## config.mk

```make
export PLATFORM = sky130hd
export DESIGN_NAME = ball_motion_flat
export DESIGN_NICKNAME = d
export VERILOG_FILES = /design/src/rtl/ball_motion_if.sv /design/src/rtl/ball_motion.sv /design/src/flat_wrapper.sv
export SDC_FILE = /design/constraint.sdc
export NUM_CORES = 1
export LEC_CHECK = 0
export ABC_AREA = 0
export BUFFER_PORTS_ARGS = -buffer_cell sky130_fd_sc_hd__buf_2
export CAP_MARGIN = 20
export CORE_MARGIN = 2
export CORE_UTILIZATION = 58
export CTS_BUF_LIST = sky130_fd_sc_hd__clkbuf_16
export DETAILED_ROUTE_END_ITERATION = 16
export GPL_TIMING_DRIVEN = 0
export PLACE_DENSITY = 0.91
export SKIP_LAST_GASP = 1
export SLEW_MARGIN = 20
export SYNTH_ARGS = -nofsm -noshare
export SYNTH_HDL_FRONTEND = slang
export SYNTH_SLANG_ARGS = --single-unit
```

## constraint.sdc

```tcl
create_clock -name clock -period 5.1 [get_ports clock]
set_input_delay 0.51 -clock clock [delete_from_list [all_inputs] [get_ports clock]]
set_output_delay 0.51 -clock clock [all_outputs]
set_load 0.1 [all_outputs]
```

## src/rtl/ball_motion_if.sv

```systemverilog
// Signal bundle between the collision/scoring logic and the ball movement engine.
// frame_tick is a one-clock strobe and bounce is sampled every clock; neither has backpressure.
interface ball_motion_if;
    logic       frame_tick;
    logic [1:0] bounce;
    logic [9:0] ball_pos_x;
    logic [9:0] ball_pos_y;
    logic [7:0] ball_size_x;
    logic [7:0] ball_size_y;
    logic       ball_dir_x;
    logic       ball_dir_y;
    logic [3:0] ball_speed_x;
    logic       in_play;
    logic       state_dbg;

    modport master (
        output frame_tick, bounce,
        input  ball_pos_x, ball_pos_y, ball_size_x, ball_size_y,
        input  ball_dir_x, ball_dir_y, ball_speed_x, in_play, state_dbg
    );

    modport slave (
        input  frame_tick, bounce,
        output ball_pos_x, ball_pos_y, ball_size_x, ball_size_y,
        output ball_dir_x, ball_dir_y, ball_speed_x, in_play, state_dbg
    );
endinterface

```

## src/rtl/ball_motion.sv

```systemverilog
// Ball movement engine: serve hold at centre, per-frame stepping with edge clamping,
// direction-qualified paddle/wall reflection and paddle speed-up.
module ball_motion #(
    parameter int SCREEN_X     = 640,
    parameter int SCREEN_Y     = 480,
    parameter int BALL_SIZE_X  = 8,
    parameter int BALL_SIZE_Y  = 8,
    parameter int INIT_SPEED_X = 2,
    parameter int MAX_SPEED_X  = 6,
    parameter int SPEED_Y      = 2,
    parameter int SERVE_FRAMES = 60
) (
    input logic          clock,
    input logic          reset_n,
    ball_motion_if.slave bus
);
    typedef enum logic {ST_SERVE = 1'b0, ST_PLAY = 1'b1} state_t;

    localparam int CNT_W = $clog2(SERVE_FRAMES + 1);

    localparam logic [10:0]      SCR_X   = 11'(SCREEN_X);
    localparam logic [10:0]      SCR_Y   = 11'(SCREEN_Y);
    localparam logic [10:0]      SZ_X    = 11'(BALL_SIZE_X);
    localparam logic [10:0]      SZ_Y    = 11'(BALL_SIZE_Y);
    localparam logic [10:0]      HALF_X  = 11'(SCREEN_X / 2);
    localparam logic [10:0]      HALF_Y  = 11'(SCREEN_Y / 2);
    localparam logic [9:0]       CTR_X   = 10'((SCREEN_X - BALL_SIZE_X) / 2);
    localparam logic [9:0]       CTR_Y   = 10'((SCREEN_Y - BALL_SIZE_Y) / 2);
    localparam logic [3:0]       SPD_INI = 4'(INIT_SPEED_X);
    localparam logic [3:0]       SPD_MAX = 4'(MAX_SPEED_X);
    localparam logic [3:0]       SPD_Y   = 4'(SPEED_Y);
    localparam logic [CNT_W-1:0] CNT_END = CNT_W'(SERVE_FRAMES - 1);

    state_t           state_q, state_d;
    logic [CNT_W-1:0] cnt_q, cnt_d;
    logic [9:0]       pos_x_q, pos_x_d;
    logic [9:0]       pos_y_q, pos_y_d;
    logic             dir_x_q, dir_x_d;
    logic             dir_y_q, dir_y_d;
    logic [3:0]       speed_q, speed_d;
    logic             in_play_q, in_play_d;

    // 11-bit intermediates so pos + size + step cannot overflow before the compare.
    function automatic logic [9:0] step_pos(input logic [9:0] pos, input logic dir,
                                            input logic [3:0] step, input logic [10:0] size,
                                            input logic [10:0] screen);
        logic [10:0] p;
        logic [10:0] s;
        p = {1'b0, pos};
        s = {7'd0, step};
        if (dir) begin
            if (p + size + s > screen) step_pos = 10'(screen - size);
            else                       step_pos = 10'(p + s);
        end else begin
            if (p < s) step_pos = 10'd0;
            else       step_pos = 10'(p - s);
        end
    endfunction

    always_comb begin
        state_d   = state_q;
        cnt_d     = cnt_q;
        pos_x_d   = pos_x_q;
        pos_y_d   = pos_y_q;
        dir_x_d   = dir_x_q;
        dir_y_d   = dir_y_q;
        speed_d   = speed_q;
        in_play_d = in_play_q;
        case (state_q)
            ST_SERVE: begin
                if (bus.frame_tick) begin
                    if (cnt_q == CNT_END) begin
                        state_d   = ST_PLAY;
                        cnt_d     = '0;
                        in_play_d = 1'b1;
                    end else begin
                        cnt_d = cnt_q + 1'b1;
                    end
                end
            end
            ST_PLAY: begin
                if (bus.bounce == 2'd3) begin
                    state_d   = ST_SERVE;
                    cnt_d     = '0;
                    pos_x_d   = CTR_X;
                    pos_y_d   = CTR_Y;
                    dir_x_d   = ~dir_x_q;
                    speed_d   = SPD_INI;
                    in_play_d = 1'b0;
                end else begin
                    // Direction qualification ignores repeat events while the ball still overlaps.
                    if (bus.bounce == 2'd1) begin
                        if (({1'b0, pos_x_q} < HALF_X) && !dir_x_q) begin
                            dir_x_d = 1'b1;
                            speed_d = (speed_q >= SPD_MAX) ? SPD_MAX : speed_q + 4'd1;
                        end else if (({1'b0, pos_x_q} >= HALF_X) && dir_x_q) begin
                            dir_x_d = 1'b0;
                            speed_d = (speed_q >= SPD_MAX) ? SPD_MAX : speed_q + 4'd1;
                        end
                    end else if (bus.bounce == 2'd2) begin
                        if (({1'b0, pos_y_q} < HALF_Y) && !dir_y_q)       dir_y_d = 1'b1;
                        else if (({1'b0, pos_y_q} >= HALF_Y) && dir_y_q) dir_y_d = 1'b0;
                    end
                    if (bus.frame_tick) begin
                        pos_x_d = step_pos(pos_x_q, dir_x_d, speed_d, SZ_X, SCR_X);
                        pos_y_d = step_pos(pos_y_q, dir_y_d, SPD_Y, SZ_Y, SCR_Y);
                    end
                end
            end
            default: state_d = ST_SERVE;
        endcase
    end

    always_ff @(posedge clock or negedge reset_n) begin
        if (!reset_n) begin
            state_q   <= ST_SERVE;
            cnt_q     <= '0;
            pos_x_q   <= CTR_X;
            pos_y_q   <= CTR_Y;
            dir_x_q   <= 1'b1;
            dir_y_q   <= 1'b1;
            speed_q   <= SPD_INI;
            in_play_q <= 1'b0;
        end else begin
            state_q   <= state_d;
            cnt_q     <= cnt_d;
            pos_x_q   <= pos_x_d;
            pos_y_q   <= pos_y_d;
            dir_x_q   <= dir_x_d;
            dir_y_q   <= dir_y_d;
            speed_q   <= speed_d;
            in_play_q <= in_play_d;
        end
    end

    assign bus.ball_pos_x   = pos_x_q;
    assign bus.ball_pos_y   = pos_y_q;
    assign bus.ball_size_x  = 8'(BALL_SIZE_X);
    assign bus.ball_size_y  = 8'(BALL_SIZE_Y);
    assign bus.ball_dir_x   = dir_x_q;
    assign bus.ball_dir_y   = dir_y_q;
    assign bus.ball_speed_x = speed_q;
    assign bus.in_play      = in_play_q;
    assign bus.state_dbg    = (state_q == ST_PLAY);
endmodule

```

## src/flat_wrapper.sv

```systemverilog
// flat-port wrapper written by rule: the top's interface ports become plain ports
module ball_motion_flat 
#(
    parameter int SCREEN_X     = 640,
    parameter int SCREEN_Y     = 480,
    parameter int BALL_SIZE_X  = 8,
    parameter int BALL_SIZE_Y  = 8,
    parameter int INIT_SPEED_X = 2,
    parameter int MAX_SPEED_X  = 6,
    parameter int SPEED_Y      = 2,
    parameter int SERVE_FRAMES = 60
)
  (clock, reset_n, bus_frame_tick, bus_bounce, bus_ball_pos_x, bus_ball_pos_y, bus_ball_size_x, bus_ball_size_y, bus_ball_dir_x, bus_ball_dir_y, bus_ball_speed_x, bus_in_play, bus_state_dbg);
  ball_motion_if bus_i ();
  input logic clock;
  input logic reset_n;
  input wire logic [$bits(bus_i.frame_tick)-1:0] bus_frame_tick;
  input wire logic [$bits(bus_i.bounce)-1:0] bus_bounce;
  output wire logic [$bits(bus_i.ball_pos_x)-1:0] bus_ball_pos_x;
  output wire logic [$bits(bus_i.ball_pos_y)-1:0] bus_ball_pos_y;
  output wire logic [$bits(bus_i.ball_size_x)-1:0] bus_ball_size_x;
  output wire logic [$bits(bus_i.ball_size_y)-1:0] bus_ball_size_y;
  output wire logic [$bits(bus_i.ball_dir_x)-1:0] bus_ball_dir_x;
  output wire logic [$bits(bus_i.ball_dir_y)-1:0] bus_ball_dir_y;
  output wire logic [$bits(bus_i.ball_speed_x)-1:0] bus_ball_speed_x;
  output wire logic [$bits(bus_i.in_play)-1:0] bus_in_play;
  output wire logic [$bits(bus_i.state_dbg)-1:0] bus_state_dbg;
  assign bus_i.frame_tick = bus_frame_tick;
  assign bus_i.bounce = bus_bounce;
  assign bus_ball_pos_x = bus_i.ball_pos_x;
  assign bus_ball_pos_y = bus_i.ball_pos_y;
  assign bus_ball_size_x = bus_i.ball_size_x;
  assign bus_ball_size_y = bus_i.ball_size_y;
  assign bus_ball_dir_x = bus_i.ball_dir_x;
  assign bus_ball_dir_y = bus_i.ball_dir_y;
  assign bus_ball_speed_x = bus_i.ball_speed_x;
  assign bus_in_play = bus_i.in_play;
  assign bus_state_dbg = bus_i.state_dbg;
  ball_motion #(.SCREEN_X(SCREEN_X), .SCREEN_Y(SCREEN_Y), .BALL_SIZE_X(BALL_SIZE_X), .BALL_SIZE_Y(BALL_SIZE_Y), .INIT_SPEED_X(INIT_SPEED_X), .MAX_SPEED_X(MAX_SPEED_X), .SPEED_Y(SPEED_Y), .SERVE_FRAMES(SERVE_FRAMES)) u_core (.clock(clock), .reset_n(reset_n), .bus(bus_i));
endmodule
```

### Yosys cells after proc, flatten, opt, wreduce, memory -nomap -nowiden

Cells that the tools add are included.

* input port bits: 5
* logic and storage cells: 89
* output and inout bits: 44
* register bits: 34

* add/subtract/negate cells: 10
* order comparisons: 9
* reductions and logical operators: 11
* eq/ne operators: 7
* multiplexer cells: 41
* bitwise logic cells: 3

Operator list (count)
* 10-bit two-way mux: 10
* 4-bit two-way mux: 7
* 10-bit by 4-bit adder with 11-bit output (second input constant): 2
* 1-bit two-way mux: 18
* 6-bit two-way mux: 3
* 6-bit case mux with 2 select lines: 1
* 11-bit by 2-bit adder with 11-bit output (second input constant): 1
* 11-bit by 4-bit adder with 11-bit output: 1
* 11-bit by 10-bit > comparator with 1-bit output (second input constant): 1
* 11-bit by 9-bit > comparator with 1-bit output (second input constant): 1
* 10-bit by 2-bit adder with 10-bit output (second input constant): 1
* 10-bit by 4-bit adder with 10-bit output: 1
* 10-bit by 8-bit greater-or-equal comparator with 1-bit output (second input constant): 1
* 10-bit by 9-bit greater-or-equal comparator with 1-bit output (second input constant): 1
* 10-bit by 2-bit less-than comparator with 1-bit output (second input constant): 1
* 10-bit by 4-bit less-than comparator with 1-bit output: 1
* 10-bit by 8-bit less-than comparator with 1-bit output (second input constant): 1
* 10-bit by 9-bit less-than comparator with 1-bit output (second input constant): 1
* 10-bit by 2-bit subtractor with 10-bit output (second input constant): 1
* 10-bit by 4-bit subtractor with 10-bit output: 1
* 6-bit by 1-bit adder with 6-bit output (second input constant): 1
* 6-bit equality test (second input constant): 1
* 2-bit AND reduction: 3
* 4-bit by 1-bit adder with 4-bit output (second input constant): 1
* 11 further kinds: 20

### Logic depth before layout (Yosys ltp)

Gate-level depths: netlist of run 1.

* depth after elaboration: 13
* mapped depth: 19
* gate-level depth less buffers: 18

### Worst setup path before layout of run 1

No wires, ideal clock.

* kind: register to register
* from: reg u_core.pos_x_q[6] (netlist: u_core.bus.ball_pos_x[6])
* to: reg u_core.pos_x_q[0] (netlist: u_core.bus.ball_pos_x[0])
* buffers on the path: 2
* stages on the path, launching flop included: 20
* clock period less this slack: 4.925 ns
* arrival time: 4.829 ns
* setup time: 0.096 ns
* setup slack: 0.175 ns
* cells stage by stage: dfrtp_1 > buf_2 > o21a_1 > nor2_1 > xnor2_1 > or2_2 > nor2_1 > a41o_1 > inv_1 > ha_1 > clkbuf_1 > inv_1 > fa_1 > nor2_1 > o21ai_0 > o211a_1 > a211oi_2 > o21ai_0 > a21o_1 > o32ai_2

* cells in the longest elaborated chain, start to end: 13

Ends and longest elaborated chain
* start, declared: line ball_motion.sv:36 `logic [9:0] pos_x_q, pos_x_d;`
* start signal, assigned: line ball_motion.sv:127 `pos_x_q <= pos_x_d;`
* 10-bit by 9-bit greater-or-equal comparator with 1-bit output: line ball_motion.sv:96 `end else if (({1'b0, pos_x_q} >= HALF_X) && dir_x_q) begin`
* 1-bit logical AND: line ball_motion.sv:96
* 4-bit two-way mux: line ball_motion.sv:96
* 4-bit two-way mux: line ball_motion.sv:93 `if (({1'b0, pos_x_q} < HALF_X) && !dir_x_q) begin`
* 4-bit two-way mux: line ball_motion.sv:92 `if (bus.bounce == 2'd1) begin`
* 4-bit two-way mux: line ball_motion.sv:82 `if (bus.bounce == 2'd3) begin`
* 4-bit two-way mux: line ball_motion.sv:69 `case (state_q)`
* 11-bit by 4-bit adder with 11-bit output: line ball_motion.sv:52 `if (p + size + s > screen) step_pos = 10'(screen - size);`
* 11-bit by 10-bit > comparator with 1-bit output: line ball_motion.sv:52
* 10-bit two-way mux: line ball_motion.sv:52
* 10-bit two-way mux *: line ball_motion.sv:51 `if (dir) begin`
* 10-bit two-way mux *: line ball_motion.sv:104 `if (bus.frame_tick) begin`
* 10-bit two-way mux *: line ball_motion.sv:82

Every way passes the cells marked *; elsewhere a longest branch is shown, timed or not. The select of a mux whose other input is x is not followed.
A chain may end at the register's enable or synchronous reset.

### Worst setup path after layout of run 1

* from: reg u_core.pos_x_q[8] (netlist: u_core.bus.ball_pos_x[8])
* to: reg u_core.pos_x_q[0] (netlist: u_core.bus.ball_pos_x[0])

The elaborated chain is that of the path after synthesis.

==> results of run 1 <==
==> cell families after synthesis <==
kind of cell,count (synthesis),synth area share
mux,4,0.0145
xor+xnor,18,0.0494
other cells,2,0.00235
flops,33,0.264
simple gates,129,0.211
buf+inv,61,0.0960
fa+ha+maj,23,0.102
compound gates,122,0.261
==> flip-flops by register name (all words and copies together) (netlist names) <==
register and count:
u_core.bus.ball_speed_x 4, u_core.bus.ball_pos_x 10, u_core.bus.ball_pos_y 9, u_core.bus.ball_dir_y 1
u_core.cnt_q 6, u_core.bus.ball_dir_x 1, u_core.bus.state_dbg 1, u_core.bus.in_play 1
==> cells in the final DEF, fill, tap and decap left out, types with 3 or more instances in the layout <==
cell and instances:
clkbuf_16 5, dfstp_2 13, nor2_1 32, o21ai_0 33
a31oi_1 6, a22oi_1 3, a21boi_0 3, o21bai_1 3
nor3_1 12, nand2b_1 7, a21oi_1 21, and2_1 4
nand3_1 13, buf_4 20, o21a_1 5, buf_2 36
o31ai_1 7, fa_1 5, dfrtp_1 20, o221ai_1 3
o22ai_1 4, inv_1 24, nor2b_1 5, o211ai_1 4
clkbuf_1 13, xor2_1 4, nand2_1 28, nand4_1 6
xnor2_1 14, or2_2 3, ha_1 18, conb_1 17
==> layer usage <==
| layer | track usage | routed length, um | vias up |
|---|---|---|---|
| met1 | 0.367 | 3490 | 1460 |
| met4 | 0.0754 | 121 | 0 |
| li1 | - | - | 1475 |
| met2 | 0.456 | 3850 | 141 |
| met5 | 0 | 0 | - |
| met3 | 0.0368 | 479 | 17 |
==> what timing repair did <==
| item | CTS | global route |
|---|---|---|
| setup endpoints to repair | 0 | 7 |
| resized for setup | 0 | 1 |
| buffers inserted | 0 | 3 |
==> critical path, cell delays in order (launching register included) <==
cell      delay, ps
dfstp_2         510
buf_2           200
o21a_1          180
nor2_1           90
xnor2_1         170
or2_2           320
nor2_1          140
a41o_1          320
inv_1           100
ha_1            440
inv_1           130
fa_1            490
nor2_1          210
o21ai_0         140
o211a_1         260
a211oi_4        340
o21ai_0         130
a21o_1          260
o32ai_2         290
==> synth_stat cells, types with 3 or more instances <==
master,number
o21ai_0,34
nor2_1,32
nand2_1,28
inv_1,24
a21oi_1,21
dfrtp_1,20
ha_1,18
buf_4,17
clkbuf_1,14
xnor2_1,14
dfstp_2,13
nand3_1,13
nor3_1,12
nand2b_1,7
o31ai_1,7
a31oi_1,6
nand4_1,6
buf_2,5
fa_1,5
nor2b_1,5
o21a_1,5
and2_1,4
o211ai_1,4
o22ai_1,4
xor2_1,4
a21boi_0,3
a22oi_1,3
o21bai_1,3
o221ai_1,3
or2_2,3
==> worst max-delay path by stage <==
| stage | depth (start not counted) | to | slack [ps] | startpoint |
|---|---|---|---|---|
| floorplan | 19 | u_core.bus.ball_pos_x[0] | 180 | u_core.bus.ball_pos_x[6] |
| global placement | 19 | u_core.bus.ball_pos_x[0] | 140 | u_core.bus.ball_pos_x[8] |
| detailed placement | 19 | u_core.bus.ball_pos_x[0] | 80 | u_core.bus.ball_pos_x[8] |
| CTS | 19 | u_core.bus.ball_pos_x[0] | 40 | u_core.bus.ball_pos_x[8] |
| global route | 18 | u_core.bus.ball_pos_x[0] | 6 | u_core.bus.ball_pos_x[8] |
| finish | 18 | u_core.bus.ball_pos_x[0] | 280 | u_core.bus.ball_pos_x[8] |
==> area by class of cell <==
type,instances,area (um2)
Sequential cell,33,842
Multi-Input combinational cell,313,2110
Timing Repair Buffer,34,178
Fill cell,453,1740
Buffer,36,213
Clock buffer,5,125
Inverter,24,90.1
Clock inverter,3,17.5
Tap cell,72,90.1
==> power by group through the flow <==
stage | Combinational [mW] | Sequential, mW | Clock (mW)
floorplan | 0.639 | 0.707 | 0
global placement | 1.11 | 0.399 | 0
detailed placement | 1.13 | 0.402 | 0
CTS | 1.14 | 0.399 | 0.297
global route | 1.24 | 0.409 | 0.310
finish | 1.15 | 0.400 | 0.295
==> run_results.csv, run 1 <==
group,metric,value,unit
worst_setup_path,r2r_end,"u_core.bus.ball_pos_x[0]",
placed_design,place_ws,75.4,ps
synthesis,syn_area,3190,um2
clocking,clockRootBuffer,"clkbuf_16",
routing,drt_pass1_iterations,5,
routing,drtIter0Drc,374,
final_layout,finalNonFillerCells,520,
clocking,clk_pin_slew,60,ps
routing,wire_per_inst,15.3,um
worst_setup_path,cp-end-kind,"register",
power_and_ir_drop,intPower,0.850,mW
power_and_ir_drop,ir_worst_vdd,355,uV
worst_setup_path,r2r_start,"u_core.bus.ball_pos_x[8]",
placed_design,hpwl,5.70,mm
floorplanning,die_x,78.2,um
worst_setup_path,reg2reg_slack,280,ps
final_layout,fin_nets,475,
synthesis,synth_edf_count,0,
placed_design,place_congestion,0.922,
power_and_ir_drop,clkPwrFrac,0.159,
clocking,cts_made_buffers,5,
synthesis,synth-seq-cells,33,
floorplanning,die_y,78.2,um
sta,fin_crit_sh,0.945,
final_layout,post-route-cell-area,3660,um2
synthesis,post_synth_main_area_contributors,"dfrtp_1 (16%), dfstp_2 (11%), ha_1 (7.1%)",
floorplanning,core_area,5410,um2
sta,worst_pin_slew,869,ps
worst_setup_path,crit_fanout,9,
floorplanning,io_pins,49,
synthesis,yosys.cell_types.count,74,
final_layout,final_core_util,0.678,
power_and_ir_drop,p_switching,0.997,mW
sta,hold_slack,313,ps
routing,via_per_inst,5.95,
placed_design,placed_cell_area,3490,um2
worst_setup_path,critPathLaunchType,"register",
power_and_ir_drop,pwr-share-seq,0.217,
floorplanning,rows,27,
power_and_ir_drop,power,1.85,mW
global_routing,grt_pass1_vias,2986,
hold_path,worstHoldPathType,"input port to async pin",
floorplanning,dieArea,6110,um2
final_layout,n_antenna_cell,0,
global_routing,track_usage,0.271,
sta,rsz0062_at_grt,"false",
power_and_ir_drop,leakagePower,1.63,nW
clocking,cts_hold_buf,0,
routing,vias,3093,
worst_setup_path,critical_path_class,"register to register",
global_routing,grt_max_degree,34,
sta,slew_viol_final,0,
sta,setup_ws,279,ps
clocking,clock_latency,280,ps
power_and_ir_drop,swShare,0.540,
sta,skew,5.95,ps
synthesis,synth_area_leader_cell,"dfrtp_1",
sta,final_hold_viol_count,0,
clocking,cts_sinks,33,
run,max-cap-violations,0,
worst_setup_path,worstPathRequired,5280,ps
routing,drc,0,
routing,ant_nets,0,
synthesis,synth.avg_cell_area,8.14,um2
power_and_ir_drop,pwr-share-comb,0.624,
sta,tns,0,ps
outcome,status,"finished clean",
worst_setup_path,ff2ff_path_depth,18,
placed_design,place_inst,510,
synthesis,synth_flop_cell,"dfrtp_1",
routing,drt_wl_total,7.94,mm
sta,slew_headroom,0.417,
floorplanning,start_util,0.591,
clocking,htree_levels,2,
sta,fin_crit,4820,ps
synthesis,async_flop_share,1.00,
clocking,cts.path.max_buffers,2,
synthesis,ys_seq_area_frac,0.264,
global_routing,antenna_found_initial,0,
global_routing,grt_pass1_wl,13.6,mm
clocking,cts_tree,"yes",
sta,fmax,207,MHz
worst_setup_path,cp.arrival,5000,ps
sta,setup_viol,0,
power_and_ir_drop,p_per_area,504,nW/um2
placed_design,io_buffers,31,
synthesis,synth_top_cell_area_share,0.157,
final_layout,drive_gt1_frac,0.212,
global_routing,grt_remaining_overflow,0,
synthesis,synthCells,392,
final_layout,syn2layout_area_growth,14.7,%
synthesis,yosys_warnings,0,
Note: power is estimated with default switching activity, not from simulation.
==> run 2, diff against run 1 <==
--- a/config.mk
+++ b/config.mk
@@ -8,8 +8,10 @@
 export ABC_AREA = 0
 export BUFFER_PORTS_ARGS = -buffer_cell sky130_fd_sc_hd__buf_2
 export CAP_MARGIN = 20
+export CELL_PAD_IN_SITES_DETAIL_PLACEMENT = 1
+export CELL_PAD_IN_SITES_GLOBAL_PLACEMENT = 1
 export CORE_MARGIN = 2
-export CORE_UTILIZATION = 58
+export CORE_UTILIZATION = 43
 export CTS_BUF_LIST = sky130_fd_sc_hd__clkbuf_16
 export DETAILED_ROUTE_END_ITERATION = 16
 export GPL_TIMING_DRIVEN = 0
==> constraint.sdc (replaced) <==
create_clock -name clock -period 5.2 [get_ports clock]
set_input_delay 0.52 -clock clock [delete_from_list [all_inputs] [get_ports clock]]
set_output_delay 0.52 -clock clock [all_outputs]
set_load 0.1 [all_outputs]
==> run_results.csv, run 2 (same netlist as run 1, synthesis figures left out) <==
group,metric,value,unit
outcome,status,"finished clean",
power_and_ir_drop,leakagePower,1.63,nW
clocking,htree_levels,2,
floorplanning,start_util,0.442,
worst_setup_path,crit_fanout,9,
clocking,clockRootBuffer,"clkbuf_16",
routing,drt_pass1_iterations,4,
final_layout,syn2layout_area_growth,16.0,%
final_layout,fin_nets,475,
clocking,cts_hold_buf,0,
worst_setup_path,cp_num_buf_inv,3,
sta,setup_viol,0,
global_routing,track_usage,0.247,
worst_setup_path,cp.arrival,5080,ps
worst_setup_path,cp-end-kind,"register",
clocking,cts_tree,"yes",
clocking,clock_latency,280,ps
clocking,cts.path.max_buffers,2,
placed_design,place_congestion,0.875,
worst_setup_path,critPathLaunchType,"register",
routing,via_per_inst,5.83,
global_routing,grt_max_degree,34,
worst_setup_path,cp_slowest_stage_delay,520,ps
floorplanning,die_y,90.2,um
routing,dr_wl_met2,5.04,mm
floorplanning,core_area,7210,um2
clocking,cts_made_buffers,5,
final_layout,largest_register_ffs,10,
routing,ant_nets,0,
sta,slew_viol_final,0,
final_layout,seq_area,842,um2
floorplanning,io_pins,49,
worst_setup_path,critical_path_class,"register to register",
sta,tns,0,ps
worst_setup_path,worstPathRequired,5380,ps
global_routing,antenna_found_initial,0,
sta,slew_headroom,0.331,
floorplanning,rows,31,
routing,vias,3191,
final_layout,n_fill_cell,915,
final_layout,n_antenna_cell,0,
sta,fin_crit_sh,0.943,
final_layout,multiInputGateArea,2110,um2
routing,drc,0,
worst_setup_path,path_cells,"buf_2, o21a_1, nor2_2, xnor2_1, or2_2, nor2_1, a41o_1, inv_1, ha_1, inv_1, fa_1, nor2_1, o21ai_0, o211a_1, a211oi_4, o21ai_0, a21o_1, o31ai_1",
floorplanning,die_x,90.2,um
placed_design,io_buffers,31,
routing,dr.max_layer_used,"met4",
routing,drt_wl_total,9.97,mm
power_and_ir_drop,power,1.88,mW
routing,route.met3.wl,501,um
final_layout,drive_gt1_frac,0.214,
worst_setup_path,cpLargestDelayFamily,"compound AO/OA/AOI/OAI gates",
routing,m1WireLength,4.22,mm
sta,fin_crit,4900,ps
routing,wire_per_inst,18.2,um
floorplanning,dieArea,8130,um2
final_layout,final_core_util,0.513,
final_layout,layout_commonest_cell,"buf_2",
global_routing,grt_remaining_overflow,0,
global_routing,grt_pass1_vias,3348,
sta,fmax,204,MHz
sta,skew,7.53,ps
clocking,clk_pin_slew,60,ps
hold_path,worstHoldPathType,"input port to async pin",
routing,drtIter0Drc,148,
power_and_ir_drop,p_per_area,507,nW/um2
global_routing,grt_pass1_wl,16.5,mm
placed_design,hpwl,7.22,mm
worst_setup_path,crit_slowest_cell,"dfstp_2",
clocking,cts_sinks,33,
sta,final_hold_viol_count,0,
power_and_ir_drop,ir_worst_vdd,228,uV
sta,worst_pin_slew,997,ps
run,max-cap-violations,0,
final_layout,layout_common_cells,"buf_2 (36), o21ai_0 (33), nor2_1 (31)",
[run 2: cell count changes in the layout (fill, tap and decap cells not counted), sizes merged]
cell	before	now
clkinvlp	1	3
clkinv	2	0
[run 2: path summary, 6_finish.rpt]
path	startpoint	endpoint	slack, ps	cells after the start
setup / recovery	u_core.bus.ball_pos_x[8]	u_core.bus.ball_pos_x[7]	300	18
hold / removal	reset_n	u_core.bus.ball_pos_y[8]	310	1
setup reg to reg	u_core.bus.ball_pos_x[8]	u_core.bus.ball_pos_x[7]	300	18
hold reg to reg	u_core.cnt_q[3]	u_core.cnt_q[3]	510	1
max in group asynchronous	reset_n	u_core.bus.ball_pos_x[7]	4380	1
min in group clock	u_core.cnt_q[3]	u_core.cnt_q[3]	510	1
[run 2: layout make-up]
class,count,area share
clock buffers,5,0.0338
clock inverters,3,0.00608
multi-input cells,313,0.570
repair buffers,34,0.0480
flip-flops and latches,33,0.227
inverters,24,0.0243
plain buffers,36,0.0574
well taps,99,0.0334
[run 2: where the power goes]
group / switching, mW / internal (mW) / total, mW
Clock: 0.124 / 0.177 / 0.301
Sequential: 0.0684 / 0.330 / 0.399
Combinational: 0.844 / 0.332 / 1.18
Total: 1.04 / 0.840 / 1.88
[run 2: what timing repair did]
item                                    CTS  global route
setup buffers                             0             3
resized for setup                         1             1
gates cloned                              0             0
pin swaps                                 0             1
endpoints found under the setup margin    1             9
[run 2: per-layer routing]
metal  GRT usage  vias to the layer above
li1            -                     1481
met1       0.314                     1590
met2       0.430                      101
met3      0.0369                       19
met4      0.0859                        0
met5           0                        -
[run 2: through the flow]
step / hold WS (ps) / instance area [um2] / std cells / setup slack [ps]
floorplan: 224 / 3250 / 407 / 275
global placement: 492 / 3530 / 537 / 226
detailed placement: 503 / 3530 / 537 / 50.9
CTS: 341 / 3680 / 545 / 97.7
global route: 371 / 3700 / 547 / -36.1
finish: 315 / 3700 / 547 / 296
==> run 3, diff against run 2 <==
--- a/config.mk
+++ b/config.mk
@@ -5,13 +5,13 @@
 export SDC_FILE = /design/constraint.sdc
 export NUM_CORES = 1
 export LEC_CHECK = 0
-export ABC_AREA = 0
+export ABC_AREA = 1
 export BUFFER_PORTS_ARGS = -buffer_cell sky130_fd_sc_hd__buf_2
 export CAP_MARGIN = 20
 export CELL_PAD_IN_SITES_DETAIL_PLACEMENT = 1
 export CELL_PAD_IN_SITES_GLOBAL_PLACEMENT = 1
 export CORE_MARGIN = 2
-export CORE_UTILIZATION = 43
+export CORE_UTILIZATION = 42
 export CTS_BUF_LIST = sky130_fd_sc_hd__clkbuf_16
 export DETAILED_ROUTE_END_ITERATION = 16
 export GPL_TIMING_DRIVEN = 0
==> run_results.csv, run 3 <==
group,metric,value,unit
worst_setup_path,ff2ff_path_depth,23,
routing,m1WireLength,4.35,mm
final_layout,layout_common_cells,"nand2_1 (102), inv_1 (62), nor2_1 (48)",
routing,vias,3298,
worst_setup_path,crit_slowest_cell,"dfstp_2",
sta,setup_ws,1110,ps
final_layout,fin_nets,563,
floorplanning,rows,32,
worst_setup_path,cp.arrival,4260,ps
final_layout,n_fill_cell,1058,
worst_setup_path,endpoint,"u_core.bus.ball_pos_x[9]",
clocking,clk_pin_slew,60,ps
final_layout,finalNonFillerCells,638,
placed_design,place_congestion,0.864,
sta,fin_crit_sh,0.787,
clocking,cts_sinks,33,
routing,via_per_inst,5.17,
worst_setup_path,crit_fanout,7,
synthesis,synth_top_cell_area_share,0.149,
routing,wire_per_inst,15.3,um
placed_design,io_buffers,31,
clocking,post-cts-setup-buffers,0,
worst_setup_path,cp-end-kind,"register",
floorplanning,start_util,0.435,
placed_design,place_inst,630,
final_layout,drive_gt1_frac,0.237,
clocking,clockRootBuffer,"clkbuf_16",
synthesis,yosys_warnings,0,
worst_setup_path,critPathLaunchType,"register",
routing,drtIter0Drc,116,
floorplanning,dieArea,8740,um2
final_layout,largest_register_ffs,10,
synthesis,synth_common_cells,"nand2_1 (102), inv_1 (61), nor2_1 (48), nand3_1 (32), a21oi_1 (25)",
floorplanning,die_x,93.5,um
sta,slew_headroom,0.470,
synthesis,yosys.cell_types.count,41,
placed_design,place_ws,1120,ps
hold_path,worstHoldPathType,"input port to async pin",
synthesis,synth_area_leader_cell,"dfrtp_1",
final_layout,multiInputGateArea,2110,um2
routing,drt_pass1_iterations,4,
clocking,cts_tree,"yes",
routing,ant_nets,0,
sta,final_hold_viol_count,0,
worst_setup_path,r2r_end,"u_core.bus.ball_pos_x[9]",
final_layout,post-route-cell-area,3840,um2
synthesis,syn_area,3360,um2
final_layout,seq_area,842,um2
worst_setup_path,critical_path_class,"register to register",
clocking,htree_levels,2,
sta,worst_pin_slew,795,ps
global_routing,grt_pass1_wl,16.4,mm
sta,skew,5.21,ps
synthesis,post_synth_main_area_contributors,"dfrtp_1 (15%), nand2_1 (11%), dfstp_2 (10%)",
synthesis,synth.avg_cell_area,6.98,um2
sta,tns,0,ps
floorplanning,core_area,7730,um2
synthesis,synth_flop_cell,"dfrtp_1",
worst_setup_path,r2r_start,"u_core.bus.ball_pos_x[8]",
floorplanning,io_pins,49,
sta,fin_crit,4090,ps
placed_design,hpwl,7.63,mm
routing,drc,0,
sta,rsz0062_at_grt,"false",
synthesis,synth-seq-cells,33,
sta,slew_viol_final,0,
run,max-cap-violations,0,
synthesis,synth_most_common_cell,"nand2_1",
global_routing,grt_max_degree,34,
routing,dr_wl_met2,5.05,mm
final_layout,layout_commonest_cell,"nand2_1",
global_routing,track_usage,0.232,
synthesis,ys_seq_area_frac,0.250,
clocking,cts_made_buffers,5,
global_routing,grt_remaining_overflow,0,
synthesis,synthCells,482,
synthesis,synth_edf_count,0,
routing,dr.max_layer_used,"met4",
worst_setup_path,reg2reg_slack,1110,ps
worst_setup_path,cp-startpoint,"u_core.bus.ball_pos_x[8]",
clocking,clock_latency,280,ps
routing,route.met3.wl,269,um
clocking,cts_hold_buf,0,
final_layout,n_antenna_cell,0,
global_routing,antenna_found_initial,0,
placed_design,placed_cell_area,3700,um2
sta,fmax,244,MHz
routing,drt_wl_total,9.74,mm
worst_setup_path,worstPathRequired,5370,ps
worst_setup_path,cp_common_cell,"nand2_1",
floorplanning,die_y,93.5,um
worst_setup_path,cp_slowest_stage_delay,600,ps
synthesis,async_flop_share,1.00,
final_layout,syn2layout_area_growth,14.2,%
sta,setup_viol,0,
clocking,cts_resized,0,
global_routing,grt_pass1_vias,3499,
clocking,cts.path.max_buffers,2,
outcome,status,"finished clean",
worst_setup_path,path_cells,"inv_2, o21ai_2, xnor2_1, nand2_1, inv_1, nand3_1, o21ai_2, inv_1, ha_1, inv_2, fa_1, inv_1, nand3_1, nand3_2, nand3_1, nand2_1, nand3_1, nor2_1, nand2_2, nand2_2, nand2_1, nand2_1, nand2_1",
run 3: metal layers:
metal / vias to the layer above / global-route usage
met5: - / 0
met4: 0 / 0.0417
met3: 6 / 0.0258
met2: 55 / 0.438
met1: 1623 / 0.284
li1: 1614 / -
run 3: cells by family after synthesis:
kind of cell    synth area share
other cells              0.00223
buf+inv                    0.138
compound gates             0.126
xor+xnor                  0.0625
simple gates               0.324
fa+ha+maj                 0.0968
flops                      0.250
run 3: how the worst min path moves through the flow:
| stage | startpoint | end | cells after the start | slack (ps) |
|---|---|---|---|---|
| floorplan | reset_n | u_core.bus.ball_pos_x[0] | 0 | 220 |
| global placement | u_core.bus.in_play | u_core.bus.in_play | 2 | 460 |
| detailed placement | u_core.bus.in_play | u_core.bus.in_play | 2 | 490 |
| CTS | reset_n | u_core.cnt_q[0] | 1 | 360 |
| global route | reset_n | u_core.cnt_q[0] | 1 | 380 |
| finish | reset_n | u_core.cnt_q[1] | 1 | 320 |
run 3: layout make-up:
type                            count  share of cell area
Tap cell                          102              0.0332
Multi-Input combinational cell    365               0.550
Clock buffer                        5              0.0326
Inverter                           73              0.0720
Sequential cell                    33               0.219
Timing Repair Buffer               31              0.0404
Buffer                             26              0.0492
Clock inverter                      3             0.00358
run 3: per-stage QoR:
step / util / hold WS (ps)
3_5_place_dp: 0.479 / 485
6_report: 0.497 / 322
2_1_floorplan: - / 224
5_1_grt: 0.497 / 378
4_1_cts: 0.497 / 362
3_3_place_gp: 0.479 / 464
run 3: worst max-delay path: cells and delay by family (launching register included):
kind,cells,cell delay (ps)
simple gates,13,1230
fa+ha+maj,2,930
buf+inv,5,680
flops,1,600
compound gates,2,380
xor+xnor,1,150
Power of run 3 is left out: the tool's default activity adds up to more than one toggle a clock period on the data nets, which glitch-free logic cannot reach.
